### config.mk
export PLATFORM = sky130hd
export DESIGN_NAME = hazard_tracker
export DESIGN_NICKNAME = d
export VERILOG_FILES = /design/src/rtl/hazard_tracker_pkg.sv /design/src/rtl/hazard_tracker_md_busy_counter.sv /design/src/rtl/hazard_tracker.sv
export SDC_FILE = /design/constraint.sdc
export NUM_CORES = 1
export LEC_CHECK = 0
export CAP_MARGIN = 20
export CORE_UTILIZATION = 30
export DETAILED_ROUTE_END_ITERATION = 10
export PLACE_DENSITY = 0.62
export SLEW_MARGIN = 30
export SYNTH_ARGS = -nofsm -noshare
export SYNTH_HDL_FRONTEND = slang
export SYNTH_SLANG_ARGS = --single-unit
export TNS_END_PERCENT = 20
### constraint.sdc
create_clock -name clk -period 10.55 [get_ports clk]
set_input_delay 2.11 -clock clk [delete_from_list [all_inputs] [get_ports clk]]
set_output_delay 2.11 -clock clk [all_outputs]
set_load 0.05 [all_outputs]
### src/rtl/hazard_tracker_pkg.sv
`default_nettype none
// ============================================================================
// Module   : hazard_pkg
// Brief    : Shared constants and helpers for the decode-stage hazard tracker.
// Revision : 1.0 - initial release
// ============================================================================
package hazard_pkg;

    localparam logic [1:0] TUSE_NONE = 2'd3;
    localparam logic [1:0] TNEW_ALU  = 2'd1;
    localparam logic [1:0] TNEW_LOAD = 2'd2;
    localparam logic [1:0] TNEW_LINK = 2'd0;
    localparam logic [2:0] FWD_RF    = 3'd0;

    function automatic logic [1:0] sat_dec(input logic [1:0] t);
        return (t == 2'd0) ? 2'd0 : t - 2'd1;
    endfunction

endpackage
`default_nettype wire

### src/rtl/hazard_tracker_md_busy_counter.sv
`default_nettype none
// ============================================================================
// Module   : md_busy_counter
// Brief    : Occupancy down-counter for the multi-cycle mult/div unit.
// Revision : 1.0 - initial release
// ============================================================================
module md_busy_counter #(
    parameter int MULT_CYC = 5,
    parameter int DIV_CYC  = 10
) (
    input  logic start,
    input  logic is_div,
    output logic busy,
    input  logic clk,
    input  logic reset
);

    localparam logic [7:0] c_mult_load = 8'(MULT_CYC);
    localparam logic [7:0] c_div_load  = 8'(DIV_CYC);

    logic [7:0] r_cnt;

    // A new start reloads outright; the decode stall guarantees it only
    // arrives once the previous operation has drained.
    always_ff @(posedge clk or negedge reset) begin
        if (!reset) begin
            r_cnt <= '0;
        end else if (start) begin
            r_cnt <= is_div ? c_div_load : c_mult_load;
        end else if (r_cnt != '0) begin
            r_cnt <= r_cnt - 8'd1;
        end
    end

    assign busy = (r_cnt != '0);

endmodule
`default_nettype wire

### src/rtl/hazard_tracker.sv
`default_nettype none
// ============================================================================
// Module   : hazard_tracker
// Brief    : Decode-stage stall and forward-select generation from a per-stage
//            scoreboard of pending writes plus mult/div occupancy.
// Revision : 1.0 - initial release
// ============================================================================
module hazard_tracker
    import hazard_pkg::*;
#(
    parameter int NSTAGE   = 3,
    parameter int AW       = 5,
    parameter int MULT_CYC = 5,
    parameter int DIV_CYC  = 10
) (
    input  logic          clk,
    input  logic          reset,
    input  logic          d_valid,
    input  logic [AW-1:0] d_rs,
    input  logic [AW-1:0] d_rt,
    input  logic [1:0]    d_tuse_rs,
    input  logic [1:0]    d_tuse_rt,
    input  logic [AW-1:0] d_wa,
    input  logic [1:0]    d_tnew,
    input  logic          d_md_start,
    input  logic          d_md_div,
    input  logic          d_md_use,
    output logic          stall,
    output logic [2:0]    fwd_rs,
    output logic [2:0]    fwd_rt,
    output logic          md_busy
);

    logic [AW-1:0] w_wa   [1:NSTAGE];
    logic [1:0]    w_tnew [1:NSTAGE];
    logic          w_issue;
    logic          w_rs_hit;
    logic          w_rt_hit;
    logic [1:0]    w_rs_tnew;
    logic [1:0]    w_rt_tnew;
    logic          w_rs_stall;
    logic          w_rt_stall;

    assign w_issue = d_valid && !stall;

    genvar k;
    generate
        for (k = 1; k <= NSTAGE; k++) begin : g_stage
            logic [AW-1:0] r_wa;
            logic [1:0]    r_tnew;

            if (k == 1) begin : g_head
                // A stalled or empty decode slot becomes a bubble in stage 1.
                always_ff @(posedge clk or negedge reset) begin
                    if (!reset) begin
                        r_wa   <= '0;
                        r_tnew <= '0;
                    end else if (w_issue) begin
                        r_wa   <= d_wa;
                        r_tnew <= d_tnew;
                    end else begin
                        r_wa   <= '0;
                        r_tnew <= '0;
                    end
                end
            end else begin : g_tail
                always_ff @(posedge clk or negedge reset) begin
                    if (!reset) begin
                        r_wa   <= '0;
                        r_tnew <= '0;
                    end else begin
                        r_wa   <= w_wa[k-1];
                        r_tnew <= sat_dec(w_tnew[k-1]);
                    end
                end
            end

            assign w_wa[k]   = r_wa;
            assign w_tnew[k] = r_tnew;
        end
    endgenerate

    // Youngest stage wins: once an operand has matched, older stages are ignored.
    always_comb begin
        fwd_rs    = FWD_RF;
        fwd_rt    = FWD_RF;
        w_rs_hit  = 1'b0;
        w_rt_hit  = 1'b0;
        w_rs_tnew = 2'd0;
        w_rt_tnew = 2'd0;
        for (int i = 1; i <= NSTAGE; i++) begin
            if (!w_rs_hit && d_rs != '0 && w_wa[i] == d_rs) begin
                w_rs_hit  = 1'b1;
                fwd_rs    = 3'(i);
                w_rs_tnew = w_tnew[i];
            end
            if (!w_rt_hit && d_rt != '0 && w_wa[i] == d_rt) begin
                w_rt_hit  = 1'b1;
                fwd_rt    = 3'(i);
                w_rt_tnew = w_tnew[i];
            end
        end
    end

    assign w_rs_stall = w_rs_hit && (d_tuse_rs != TUSE_NONE) && (d_tuse_rs < w_rs_tnew);
    assign w_rt_stall = w_rt_hit && (d_tuse_rt != TUSE_NONE) && (d_tuse_rt < w_rt_tnew);
    assign stall      = d_valid && (w_rs_stall || w_rt_stall || (d_md_use && md_busy));

    md_busy_counter #(
        .MULT_CYC (MULT_CYC),
        .DIV_CYC  (DIV_CYC)
    ) u_md_busy_counter (
        .start  (w_issue && d_md_start),
        .is_div (d_md_div),
        .busy   (md_busy),
        .clk    (clk),
        .reset  (reset)
    );

endmodule
`default_nettype wire
==> results by stage, run 1 <==
Min path:
- The end point of the most critical hold path is g_stage[2].r_wa[3].
- The type of the most critical hold path is reg -> reg.
- The worst hold path stage count is 0.
- The launch point of the worst hold path is g_stage[1].r_wa[3].

Critical path:
- The count of cell instances traversed by the critical path is 14.
- The endpoint of the lowest-slack register-to-register path is u_md_busy_counter.r_cnt[1].
- The reg2reg setup slack is 7.25 ns.
- The maximum fanout along the worst path is 6.
- The critical path buffer and inverter count is 3.
- The highest-delay cell along the critical path is sky130_fd_sc_hd__clkdlybuf4s50_1.
- STA classifies the critical path startpoint as an input pin.
- Data on the critical path arrives at its endpoint at 5.70 ns.
- The critical path capture point type is an output port.
- The signal on the critical path passes through clkdlybuf4s50_1 > xnor2_1 > nand2_1 > nor2_1 > and2_1 > o21bai_1 > ha_1 > inv_1 > or4_1 > o311ai_1 > nor2_1 > a21oi_1 > nor2_1 > clkdlybuf4s50_1.
- The worst register-to-register path has a depth of 12.
- Data on the critical path is required at its endpoint by 8.44 ns.
- The delay contributed by the slowest stage of the critical path is 0.69 ns.
- The worst setup path is of the in -> out kind.
- The family with the most delay on the worst path is buffers and inverters.
- The most used cell along the critical path is sky130_fd_sc_hd__nor2_1.
- The startpoint identified for the worst register-to-register timing path is g_stage[1].r_wa[2].

STA:
- Summed over all failing endpoints, the final setup total negative slack is 0 ns.
- Setup repair after global routing left no endpoint under its margin.
- For this run, the top clock speed supported by timing is ~130 MHz.
- The worst path in the final design needs a cycle of between 7 and 8 ns, including I/O delays and setup.
- The post-route worst setup slack is 2.74 ns.
- The worst setup skew after layout is 0.00691 ns.
- The final-report setup violation count is 0.
- For the pin with the worst max-slew slack, the measured transition is 0.546 ns.
- The final hold violation count is 0.
- Headroom to the max-slew limit came out at between 60% and 70%.
- The count of pins over their slew limit is 0.
- The ratio of final minimum period to clock period is 74.0%.

Synth:
- The proportion of synthesized chip area in sequential cells is roughly two fifths.
- The Yosys step of the flow raised 0 warnings.
- Dividing the synthesized area by the synthesized cell count gives 9.92 um2.
- Of all flip-flops after synthesis, the portion carrying an async set or reset was 100%.
- The number of synthesized register bits is 29.
- The library cell with the largest summed area after synthesis is sky130_fd_sc_hd__dfrtp_1.
- The number of different library cells used by synthesis comes to 41.
- For this run, the leading register cell type out of synthesis is sky130_fd_sc_hd__dfrtp_1.
- The share of synthesized area in the top cell type comes to slightly above 40%.
- The cell area that synthesis handed to floorplanning was approximately 0.0018 mm2.
- The count of mapped cells out of synthesis is around 180.
- Counting flops with a built-in enable in the synthesized netlist gives 0.
- After synthesis, the cell types taking the most area are sky130_fd_sc_hd__dfrtp_1 (41%), sky130_fd_sc_hd__xnor2_1 (9.0%), sky130_fd_sc_hd__xor2_1 (7.5%), sky130_fd_sc_hd__nor2_1 (3.6%), sky130_fd_sc_hd__and2_1 (3.6%).

Clock network:
- The worst-skew pair later-pin latency is 0.28 ns.
- The number of instances resized during post-cts repair is 0.
- The CTS H-tree depth is 2.
- TritonCTS built the clock tree.
- The number of buffers on the longest clock path is 2.
- In this run the post-CTS setup repair buffer count came out at 0.
- The number of clock buffers added by TritonCTS is 5.
- The clock root buffer is sky130_fd_sc_hd__clkbuf_8.
- For this design, the CTS-stage hold fixing added 0 buffers.
- Clock-pin slew was measured on the worst setup and hold paths at 0.07 ns.
- The clock drives 29 sinks.

Floorplanning:
- The core area is 0.00557 mm2.
- The full die area is around 0.006 mm2.
- For this design the top-level I/O count stands at 35.
- The initial core utilization is 31.5%.
- The initialized floorplan defines 27 standard-cell rows.
- The overall die height is roughly 80 um.
- The x dimension of the die is between 70 and 80 um.

Drt:
- In this run, the number of DRC markers left after iteration 0 of detailed routing was 40.
- The total vias in the final route is 1339.
- After detailed routing, the total wire length is 3.55 mm.
- The number of vias per cell is 4.65.
- After detailed routing, the number of remaining DRC violations is 0.
- The detail route stage leaves a number of antenna-violating nets equal to 0.
- After detailed routing, the average wire length per cell comes to 12.3 um.
- The detailed-router iteration count before antenna repair is 4.

Placement:
- After legalization and detailed placement, the total HPWL measured 2.86 mm.
- At the placement stage, the worst setup path has a slack of around 2.8 ns.
- The congestion estimate from routability-driven global placement came to 0.805.
- The count of buffers inserted at the top-level ports is 32.
- The post-placement cell count is 280.

Final layout:
- The final antenna diode count is 0.
- The share of final-layout standard cells stronger than drive strength 1 is roughly a tenth.
- The post-layout net count is roughly 250.
- Counting the fill cells in the layout gives 556.
- Relative to the synthesized area, the layout overhead comes to 29.7%.
- The count of placed standard cells in the final layout, fillers left out is between 200 and 300.

Global routing:
- The number of antenna violations at the first check in global routing is 0.
- The first global-routing pass estimated 6.16 mm of wire.
- Entering global routing, the biggest net connects 30 pins.
- Global routing used between 10% and 20% of the available tracks across all layers.
- The number of global-route vias before repair came to 1325.
- The global-route congestion overflow total is 0.

Pwr:
- The design draws 0.000390 W.
- VDD sags by at most 72.1 uV.
- Dividing total power by cell area gives a power density of 171 mW/mm2.
- The leakage power is 0.950 nW.

Outcome:
- The run finished with clean final reports.

Job:
- The reported max-cap violation count is 0.
where the power goes:
group          internal (W)  switching [W]  total, W
combinational     0.0000592      0.0000617  0.000121
sequential         0.000131      0.0000179  0.000149
clock             0.0000767      0.0000436  0.000120
cells in the mapped netlist (2+ instances only):
master / number
sky130_fd_sc_hd__or4_1: 2
sky130_fd_sc_hd__o21ai_0: 2
sky130_fd_sc_hd__xor2_1: 15
sky130_fd_sc_hd__and2_1: 10
sky130_fd_sc_hd__nor3_2: 2
sky130_fd_sc_hd__mux2_4: 2
sky130_fd_sc_hd__nor2b_1: 3
sky130_fd_sc_hd__xnor2_1: 18
sky130_fd_sc_hd__nor2_1: 17
sky130_fd_sc_hd__mux2i_1: 3
sky130_fd_sc_hd__nand3_1: 5
sky130_fd_sc_hd__dfrtp_1: 29
sky130_fd_sc_hd__o31ai_1: 2
sky130_fd_sc_hd__ha_1: 3
sky130_fd_sc_hd__a21oi_1: 10
sky130_fd_sc_hd__nand4_1: 3
sky130_fd_sc_hd__buf_4: 2
sky130_fd_sc_hd__or3_1: 2
sky130_fd_sc_hd__nand2_1: 8
sky130_fd_sc_hd__inv_1: 9
sky130_fd_sc_hd__nor3_1: 10
per-stage QoR:
stage	hold slack, ns	area [um2]	util (%)
4_1_cts	0.443	2280	40.9
6_report	0.433	2280	40.9
2_1_floorplan	0.410	1760	-
5_1_grt	0.458	2280	40.9
3_5_place_dp	0.430	2160	38.7
3_3_place_gp	0.438	2160	38.7
how the worst max path moves through the flow:
| stage | from | to | slack (ns) |
|---|---|---|---|
| finish | d_rs[0] | stall | 2.74 |
| global route | d_rs[0] | stall | 2.51 |
| floorplan | d_rs[4] | stall | 3.92 |
| global placement | d_rs[0] | stall | 2.82 |
| detailed placement | d_rs[0] | stall | 2.75 |
| CTS | d_rs[0] | stall | 2.73 |
cell type report:
| cell class | count | area [um2] | area share, % |
|---|---|---|---|
| multi-input cells | 137 | 980 | 43.0 |
| clock inverters | 2 | 37.5 | 1.65 |
| clock buffers | 6 | 82.6 | 3.63 |
| well taps | 72 | 90.1 | 3.96 |
| repair buffers | 33 | 328 | 14.4 |
| flip-flops and latches | 29 | 726 | 31.9 |
| inverters | 9 | 33.8 | 1.48 |
metal layers:
| layer | up-vias | track usage [%] | part of all wire [%] |
|---|---|---|---|
| li1 | 687 | - | - |
| met1 | 618 | 16.3 | 46 |
| met2 | 29 | 21.6 | 47 |
| met3 | 5 | 3.26 | 5.6 |
| met4 | 0 | 5.56 | 1.5 |
| met5 | - | 0 | 0 |
state kept, by name, summed over array words and instances (netlist names):
| signal | count |
|---|---|
| g_stage.r_wa | 15 |
| g_stage.r_tnew | 6 |
| u_md_busy_counter.r_cnt | 8 |
logic make-up after synthesis:
family / after synthesis / share of synthesized area (%)
and+or+nand+nor: 68 / 21.2
xor gates and xnor gates: 33 / 16.5
DFF: 29 / 41.3
AOI/OAI and AO/OA: 26 / 12.2
buffers and inverters: 12 / 3.06
muxes: 5 / 3.42
adders and majority gates: 3 / 2.14
other: 1 / 0.214
cell usage in the layout (no fill, tap or decap), types with 2 or more instances in the layout:
cell type	synthesis	layout
sky130_fd_sc_hd__dfrtp_1	29	29
sky130_fd_sc_hd__xnor2_1	18	18
sky130_fd_sc_hd__or4_1	2	2
sky130_fd_sc_hd__xor2_1	15	15
sky130_fd_sc_hd__a21oi_1	10	10
sky130_fd_sc_hd__clkbuf_8	0	6
sky130_fd_sc_hd__o31ai_1	2	2
sky130_fd_sc_hd__nand4_1	3	3
sky130_fd_sc_hd__nor3_1	10	10
sky130_fd_sc_hd__nand2_1	8	8
sky130_fd_sc_hd__o21ai_0	2	2
sky130_fd_sc_hd__ha_1	3	3
sky130_fd_sc_hd__mux2i_1	3	3
sky130_fd_sc_hd__clkdlybuf4s50_1	0	32
sky130_fd_sc_hd__nor3_2	2	2
sky130_fd_sc_hd__or3_1	2	2
sky130_fd_sc_hd__conb_1	1	2
sky130_fd_sc_hd__inv_1	9	9
sky130_fd_sc_hd__and2_1	10	10
sky130_fd_sc_hd__nand3_1	5	5
sky130_fd_sc_hd__nor2_1	17	17
sky130_fd_sc_hd__nor2b_1	3	3
sky130_fd_sc_hd__mux2_4	2	2
Power figures use the tool's default switching activity.
==> inputs of run 2 (changes only) <==
Clock period 10.55 ns to 8 ns, I/O delays scaled along.
==> run 2 against run 1 <==
Net effect:
- worst setup slack worse by 1.5 ns
- sequential power up 32%
- core utilization unchanged
- largest cell class unchanged
- sequential share of layout area unchanged
- routed wire length up 1.9%
- sequential cell count unchanged
- global-route usage about the same
- critical path depth unchanged
- design area unchanged
- hold slack better by 0.013 ns
- clock skew up 0.0012 ns
- non-clock buffer count unchanged
- highest routed layer unchanged
==> results by stage, run 2 (synthesis results as in run 1) <==
Outcome:
- The run finished with clean final reports.

Placement:
- The count of buffers inserted at the top-level ports is 32 (unchanged).
- The placed wire-length estimate after detailed placement is 2.93 mm (+2.4%).
- The final weighted congestion in routability-driven placement came to 0.805 (about the same).
- The area after detailed placement was 0.00216 mm2 (unchanged).
- The post-placement cell count is 280 (unchanged).

Floorplanning:
- The number of rows in the core area was 27 (unchanged).
- The full die area is 0.00616 mm2 (unchanged).
- The overall die height is 78.5 um (unchanged).
- The x dimension of the die is 78.5 um (unchanged).
- The initial core utilization is 31.5% (unchanged).
- The I/O pin total was 35 (unchanged).
- The core area is 0.00557 mm2 (unchanged).

Pwr:
- The power spent charging and discharging nets is 0.000161 W (+31%).
- The share of total power consumed by net switching is 31.4% (-0.15 points).
- The power density relative to cell area is 225 mW/mm2 (+32%).
- The leakage power came to 0.950 nW (unchanged).
- The largest voltage drop on the vdd net came to 84.9 uV (+18%).
- The fraction of power consumed by sequential logic is 38.3% (about the same).
- The proportion of power drawn by the clock network is 30.6% (-0.2 points).
- The internal power consumption is 0.000352 W (+32%).
- The power share of the combinational group is 31.1% (about the same).

Final layout:
- In the layout the commonest cells are sky130_fd_sc_hd__clkdlybuf4s50_1 (32), sky130_fd_sc_hd__dfrtp_1 (29), sky130_fd_sc_hd__xnor2_1 (18).
- The number of filler cells placed in the layout is 564 (+1.4%).
- The summed area of non-filler cells in the final layout is 0.00228 mm2 (unchanged).
- The final antenna diode count was 0 (unchanged).
- The area growth from synthesis to layout was 29.7% (unchanged).
- More flip-flops sit in one register than any other, and that register is g_stage.r_wa.
- The share of final-layout standard cells stronger than drive strength 1 is 10.2% (unchanged).
- The utilization after layout is 40.9% (unchanged).
- The largest registers in the layout are g_stage.r_wa x15, u_md_busy_counter.r_cnt x8, g_stage.r_tnew x6.
- Leaving out fill and tap cells, the most frequent cell in the layout is sky130_fd_sc_hd__clkdlybuf4s50_1.
- The number of flip-flops in the largest register is 15 (unchanged).
- The count of placed standard cells in the final layout, fillers left out is 288 (unchanged).
- The post-layout net count came to 245 (unchanged).

STA:
- The final-report setup violation count came to 0 (unchanged).
- The total negative slack for setup checks is 0 ns (unchanged).
- Setup repair after global routing left no endpoint under its margin.
- Counting I/O delays and the setup requirement, the final critical path takes 6.76 ns.
- The maximum clock frequency is 148 MHz.
- The worst setup skew after layout is 0.00809 ns (+0.00118 ns).
- The final hold violation count was 0 (unchanged).
- The worst path uses between 80% and 90% of the clock period.
- The transition time of the tightest slew-check pin was 0.551 ns (+0.00474 ns).
- The count of pins over their slew limit came to 0 (unchanged).
- The headroom to the max-slew limit is 62.7% (-0.32 points).

Global routing:
- The global-route congestion overflow total is 0 (unchanged).
- The aggregate global-route resource usage was 13.2% (+0.044 points).
- The number of antenna violations at the first check in global routing is 0 (unchanged).
- The first-pass GRT wire length is 6.27 mm (+1.7%).
- The maximum number of pins on one net before global-route repair came to 30 (unchanged).
- The number of global-route vias before repair came to 1321 (-0.30%).

Clock network:
- The clock root buffer is sky130_fd_sc_hd__clkbuf_8.
- The clock transition at the registers of the reported paths is 0.07 ns (about the same).
- The number of buffers inserted during clock tree synthesis is 5 (unchanged).
- The number of instances resized during post-cts repair came to 0 (unchanged).
- The number of buffers on the longest clock path came to 2 (unchanged).
- The count of buffers added by post-CTS timing repair for setup is 0 (unchanged).
- The CTS H-tree depth is 2 (unchanged).
- The count of hold-fix buffers inserted at cts is 0 (unchanged).
- TritonCTS built the clock tree.
- The worst-skew pair later-pin latency was 0.28 ns (about the same).
- The sink count of the clock tree is 29 (unchanged).

Critical path:
- The critical path is of the in -> out type.
- The endpoint arrival time on the critical path is 5.16 ns (-0.54 ns).
- STA classifies the critical path endpoint as an output port.
- The maximum fanout along the worst path is 6 (unchanged).
- The category of the worst setup path launch point is an input pin.
- The worst endpoint required time is 6.40 ns (-2.04 ns).

Drt:
- The total vias in the final route is 1339 (unchanged).
- The routed length per instance was 12.6 um (+1.9%).
- The initial detailed-routing violation count is 50 (+25%).
- The number of vias per cell is 4.65 (unchanged).
- The DRC violation count after routing is 0 (unchanged).
- The detailed-route wire length came to 3.62 mm (+1.9%).
- The residual antenna-violating net count after detailed routing is 0 (unchanged).
- The detailed-router iteration count before antenna repair is 4 (unchanged).

Min path:
- In this run the worst hold path is classified as reg -> reg.

Job:
- The reported max-cap violation count is 0 (unchanged).
## run 2: cell counts in the layout (fill, tap and decap cells not counted)
No cell type changed its count.
## run 2: layer usage
layer / part of all wire, % / GRT usage, % / vias up
li1: - / - / 686
met1: 47 / 17.1 / 616
met2: 46 / 21.8 / 31
met3: 4.5 / 2.33 / 6
met4: 1.9 / 5.00 / 0
met5: 0 / 0 / -
## run 2: critical path, stage by stage
cell and delay [ns]:
sky130_fd_sc_hd__clkdlybuf4s50_1 0.62, sky130_fd_sc_hd__xnor2_1 0.15, sky130_fd_sc_hd__nand2_1 0.08, sky130_fd_sc_hd__nor2_1 0.38, sky130_fd_sc_hd__and2_1 0.19, sky130_fd_sc_hd__o21bai_1 0.08
sky130_fd_sc_hd__ha_1 0.29, sky130_fd_sc_hd__inv_1 0.07, sky130_fd_sc_hd__or4_1 0.50, sky130_fd_sc_hd__o311ai_1 0.17, sky130_fd_sc_hd__nor2_1 0.13, sky130_fd_sc_hd__a21oi_1 0.14
sky130_fd_sc_hd__nor2_1 0.05, sky130_fd_sc_hd__clkdlybuf4s50_1 0.69
## run 2: worst paths after layout
| kind | end | from | depth (start not counted) | slack (ns) |
|---|---|---|---|---|
| setup / recovery | stall | d_rs[0] | 14 | 1.24 |
| hold / removal | g_stage[2].r_wa[3] | g_stage[1].r_wa[3] | 0 | 0.45 |
| setup reg to reg | u_md_busy_counter.r_cnt[1] | g_stage[1].r_wa[2] | 12 | 4.70 |
| hold reg to reg | g_stage[2].r_wa[3] | g_stage[1].r_wa[3] | 0 | 0.45 |
| max in group asynchronous | g_stage[2].r_tnew[0] | reset | 2 | 6.03 |
| min in group asynchronous | g_stage[3].r_wa[0] | reset | 2 | 1.70 |
## run 2: power groups by stage
| stage | registers, W | logic (W) | clock network (W) |
|---|---|---|---|
| 6_report | 0.000196 | 0.000160 | 0.000157 |
| 5_1_grt | 0.000202 | 0.000179 | 0.000167 |
| 4_1_cts | 0.000196 | 0.000161 | 0.000161 |
| 3_5_place_dp | 0.000199 | 0.000159 | 0 |
| 3_3_place_gp | 0.000198 | 0.000157 | 0 |
| 2_1_floorplan | 0.000193 | 0.000118 | 0 |
## run 2: per-stage QoR
stage	setup WS, ns	hold slack, ns	total power, W
floorplan	2.39	0.410	0.000310
global route	0.995	0.463	0.000548
CTS	1.23	0.451	0.000518
detailed placement	1.24	0.443	0.000358
finish	1.24	0.446	0.000513
global placement	1.29	0.438	0.000356
## run 2: cell type report
cell class	count	area, um2	share of cell area [%]
Sequential cell	29	726	31.9
Tap cell	72	90.1	3.96
Inverter	9	33.8	1.48
Multi-Input combinational cell	137	980	43.0
Timing Repair Buffer	33	328	14.4
Clock inverter	2	37.5	1.65
Clock buffer	6	82.6	3.63
==> inputs of run 3 (changes only) <==
Settings changed: PLACE_DENSITY 0.62 to 0.64.
Clock period 8 ns to 5.42 ns, I/O delays scaled along.
==> run 3 against run 2 <==
Net effect:
- register-to-register slack worse by 2.5 ns
- clock power up 43%
- sequential cell count unchanged
- largest power group unchanged
- combinational power up 46%
- via count up 1.6%
==> results by stage, run 3 (synthesis results as in run 1) <==
Final layout:
- In the layout the commonest cells are sky130_fd_sc_hd__clkdlybuf4s50_1 (31), sky130_fd_sc_hd__dfrtp_1 (29), sky130_fd_sc_hd__xnor2_1 (18).
- The area growth from synthesis to layout was 29.8% (about the same).
- The final antenna diode count is 0 (unchanged).
- The share of final-layout standard cells stronger than drive strength 1 came to 11.5% (+1.3 points).
- The multi-input logic area came to 981 um2 (+0.13%).
- The count of placed standard cells in the final layout, fillers left out is 289 (+0.35%).
- The area occupied by registers is 726 um2 (unchanged).
- The post-layout net count was 246 (+0.41%).
- The number of filler cells placed in the layout was 542 (-3.9%).
- The register with the most flip-flops is g_stage.r_wa.
- The number of flip-flops in the largest register is 15 (unchanged).
- The most common library cell in the layout ignoring fill and taps is sky130_fd_sc_hd__clkdlybuf4s50_1.
- The largest registers in the layout are g_stage.r_wa x15, u_md_busy_counter.r_cnt x8, g_stage.r_tnew x6.

Pwr:
- The fraction of power consumed by sequential logic is 38.8% (+0.5 points).
- The internal power consumption is 0.000507 W (+44%).
- The post-layout total power was 0.000749 W (+46%).
- The power share of the combinational group is 31.1% (about the same).
- The largest voltage drop on the vdd net came to 122 uV (+43%).
- The power spent charging and discharging nets is 0.000241 W (+50%).
- The power density relative to cell area is 329 mW/mm2 (+46%).
- The proportion of power drawn by the clock network is 30.1% (-0.5 points).
- The leakage power is 0.953 nW (+0.35%).
- The share of total power consumed by net switching is 32.2% (+0.80 points).

Min path:
- The launch point of the worst hold path is g_stage[2].r_tnew[0].
- In this run the worst hold path is classified as reg -> reg.
- The worst hold path stage count is 1 (+1).
- The end point of the most critical hold path is g_stage[3].r_tnew[0].

Outcome:
- The flow ran to the end, and the final reports show no timing, DRC or antenna violations.

Placement:
- The post-placement cell count came to 281 (+0.36%).
- The placed wire-length estimate after detailed placement is 2.87 mm (-2.1%).
- The final weighted congestion in routability-driven placement is 0.851 (+5.7%).
- The count of buffers inserted at the top-level ports came to 32 (unchanged).
- The pre-CTS worst setup slack came to 0.257 ns (-0.979 ns).

STA:
- Dividing the final minimum period by the clock period gives a little over nine tenths.
- The final hold slack came to 0.453 ns (+0.00692 ns).
- The count of pins over their slew limit was 0 (unchanged).
- The transition time of the tightest slew-check pin is 0.528 ns (-0.0230 ns).
- The maximum clock frequency is between 150 and 200 MHz.
- Subtracting the final worst setup slack from the clock period gives 5.16 ns.
- The post-route worst setup slack is 0.259 ns (-0.981 ns).
- The total negative slack for setup checks was 0 ns (unchanged).
- Setup repair after global routing left no endpoint under its margin.
- The headroom to the max-slew limit is 64.3% (+1.6 points).
- The final-report setup violation count was 0 (unchanged).
- The worst setup skew after layout is 0.00707 ns (-0.00102 ns).
- The final hold violation count is 0 (unchanged).

Drt:
- The routed length per instance is 12.7 um (+1.1%).
- The number of vias per cell was 4.71 (+1.3%).
- The initial detailed-routing violation count is 65 (+30%).
- The DRC violation count after routing is 0 (unchanged).
- The residual antenna-violating net count after detailed routing is 0 (unchanged).
- The detailed-route wire length was 3.67 mm (+1.5%).
- The total vias in the final route is 1361 (+1.6%).
- The detailed-router iteration count before antenna repair is 4 (unchanged).

Critical path:
- The worst setup path is of the in -> out kind.
- The highest-delay cell along the critical path is sky130_fd_sc_hd__clkdlybuf4s50_1.
- The worst setup path is captured at an output port.
- The reg2reg setup slack is 2.18 ns (-2.52 ns).
- The signal on the critical path passes through clkdlybuf4s50_1 > xnor2_1 > nand2_1 > and4b_2 > nand3_1 > a21oi_1 > o21bai_1 > ha_1 > inv_1 > or4_1 > o311ai_1 > nor2_1 > a21oi_1 > nor2_1 > buf_4.
- The worst flop-to-flop path startpoint is g_stage[3].r_wa[3].
- The endpoint arrival time on the critical path is 4.08 ns (-1.08 ns).
- The maximum fanout along the worst path is 4 (-2).
- The worst setup path is launched from an input pin.
- The worst endpoint required time was 4.34 ns (-2.06 ns).
- The delay contributed by the slowest stage of the critical path is 0.57 ns (-0.12 ns).
- The logic depth of the worst register-to-register path came to 13 (+1).
- The endpoint of the lowest-slack register-to-register path is u_md_busy_counter.r_cnt[3].

Clock network:
- The worst-skew pair later-pin latency is 0.28 ns (about the same).
- The clock tree from TritonCTS is done.
- The clock transition at the registers of the reported paths is 0.06 ns (about the same).
- The count of hold-fix buffers inserted at cts came to 0 (unchanged).
- The clock root buffer is sky130_fd_sc_hd__clkbuf_8.
- The CTS H-tree depth came to 2 (unchanged).
- The number of buffers on the longest clock path is 2 (unchanged).
- The count of buffers added by post-CTS timing repair for setup is 0 (unchanged).
- The sink count of the clock tree was 29 (unchanged).
- The number of buffers inserted during clock tree synthesis is 5 (unchanged).
- The number of instances resized during post-cts repair is 0 (unchanged).

Floorplanning:
- The initial core utilization is 31.5% (unchanged).
- The core area came to 0.00557 mm2 (unchanged).
- The I/O pin total is 35 (unchanged).
- The overall die height is 78.5 um (unchanged).
- The full die area came to 0.00616 mm2 (unchanged).
- The x dimension of the die was 78.5 um (unchanged).
- The number of rows in the core area is 27 (unchanged).

Global routing:
- The number of global-route vias before repair came to 1334 (+0.98%).
- The first-pass GRT wire length is 6.35 mm (+1.3%).
- The number of antenna violations at the first check in global routing was 0 (unchanged).
- The global-route congestion overflow total is 0 (unchanged).
- The aggregate global-route resource usage came to 13.5% (+0.29 points).
- The maximum number of pins on one net before global-route repair is 30 (unchanged).

Job:
- The reported max-cap violation count is 0 (unchanged).
[run 3: cell types whose count changed in the layout (fill, tap and decap cells not counted), sizes merged]
cell / change
buf: +2
clkbuf: -1
clkinv: +1
clkdlybuf4s50: -1
[run 3: worst max path at each step]
| stage | startpoint | endpoint | slack [ns] | depth (start not counted) |
|---|---|---|---|---|
| final | d_rs[3] | stall | 0.26 | 15 |
| after global routing | d_rs[0] | stall | 0.005 | 14 |
| after CTS | d_rs[3] | stall | 0.24 | 15 |
| after detailed placement | d_rs[3] | stall | 0.26 | 15 |
| after global placement | d_rs[2] | stall | 0.31 | 15 |
| after floorplan | d_rs[4] | stall | 0.85 | 13 |
[run 3: stage by stage]
| step | area, um2 | utilization [%] |
|---|---|---|
| floorplan | 1760 | - |
| global placement | 2160 | 38.8 |
| detailed placement | 2160 | 38.8 |
| CTS | 2280 | 40.9 |
| global route | 2280 | 40.9 |
| finish | 2280 | 40.9 |
[run 3: area by class of cell]
type | instances | area share, %
Tap cell | 72 | 3.95
Sequential cell | 29 | 31.9
Inverter | 9 | 1.48
Multi-Input combinational cell | 137 | 43.1
Clock inverter | 3 | 2.03
Clock buffer | 5 | 3.02
Timing Repair Buffer | 34 | 14.6
[run 3: worst max-delay path, delay by kind of cell]
kind / cells / cell delay [ns]
AOI/OAI and AO/OA: 4 / 0.54
xor gates and xnor gates: 1 / 0.14
adders and majority gates: 1 / 0.29
buffers and inverters: 3 / 0.82
and+or+nand+nor: 6 / 1.19
[run 3: per-layer routing]
metal | vias to the layer above | share of wire, % | wire length (um) | global-route usage (%)
li1 | 690 | - | - | -
met1 | 637 | 49 | 1800 | 17.4
met2 | 31 | 46 | 1700 | 21.4
met3 | 3 | 3.9 | 143 | 3.37
met4 | 0 | 0.82 | 30 | 5.56
met5 | - | 0 | 0 | 0
[run 3: power by group through the flow]
stage,Combinational (W),Sequential (W),Clock (W)
5_1_grt,0.000260,0.000297,0.000240
6_report,0.000233,0.000291,0.000225
3_3_place_gp,0.000231,0.000294,0
4_1_cts,0.000235,0.000290,0.000231
3_5_place_dp,0.000231,0.000294,0
2_1_floorplan,0.000173,0.000285,0
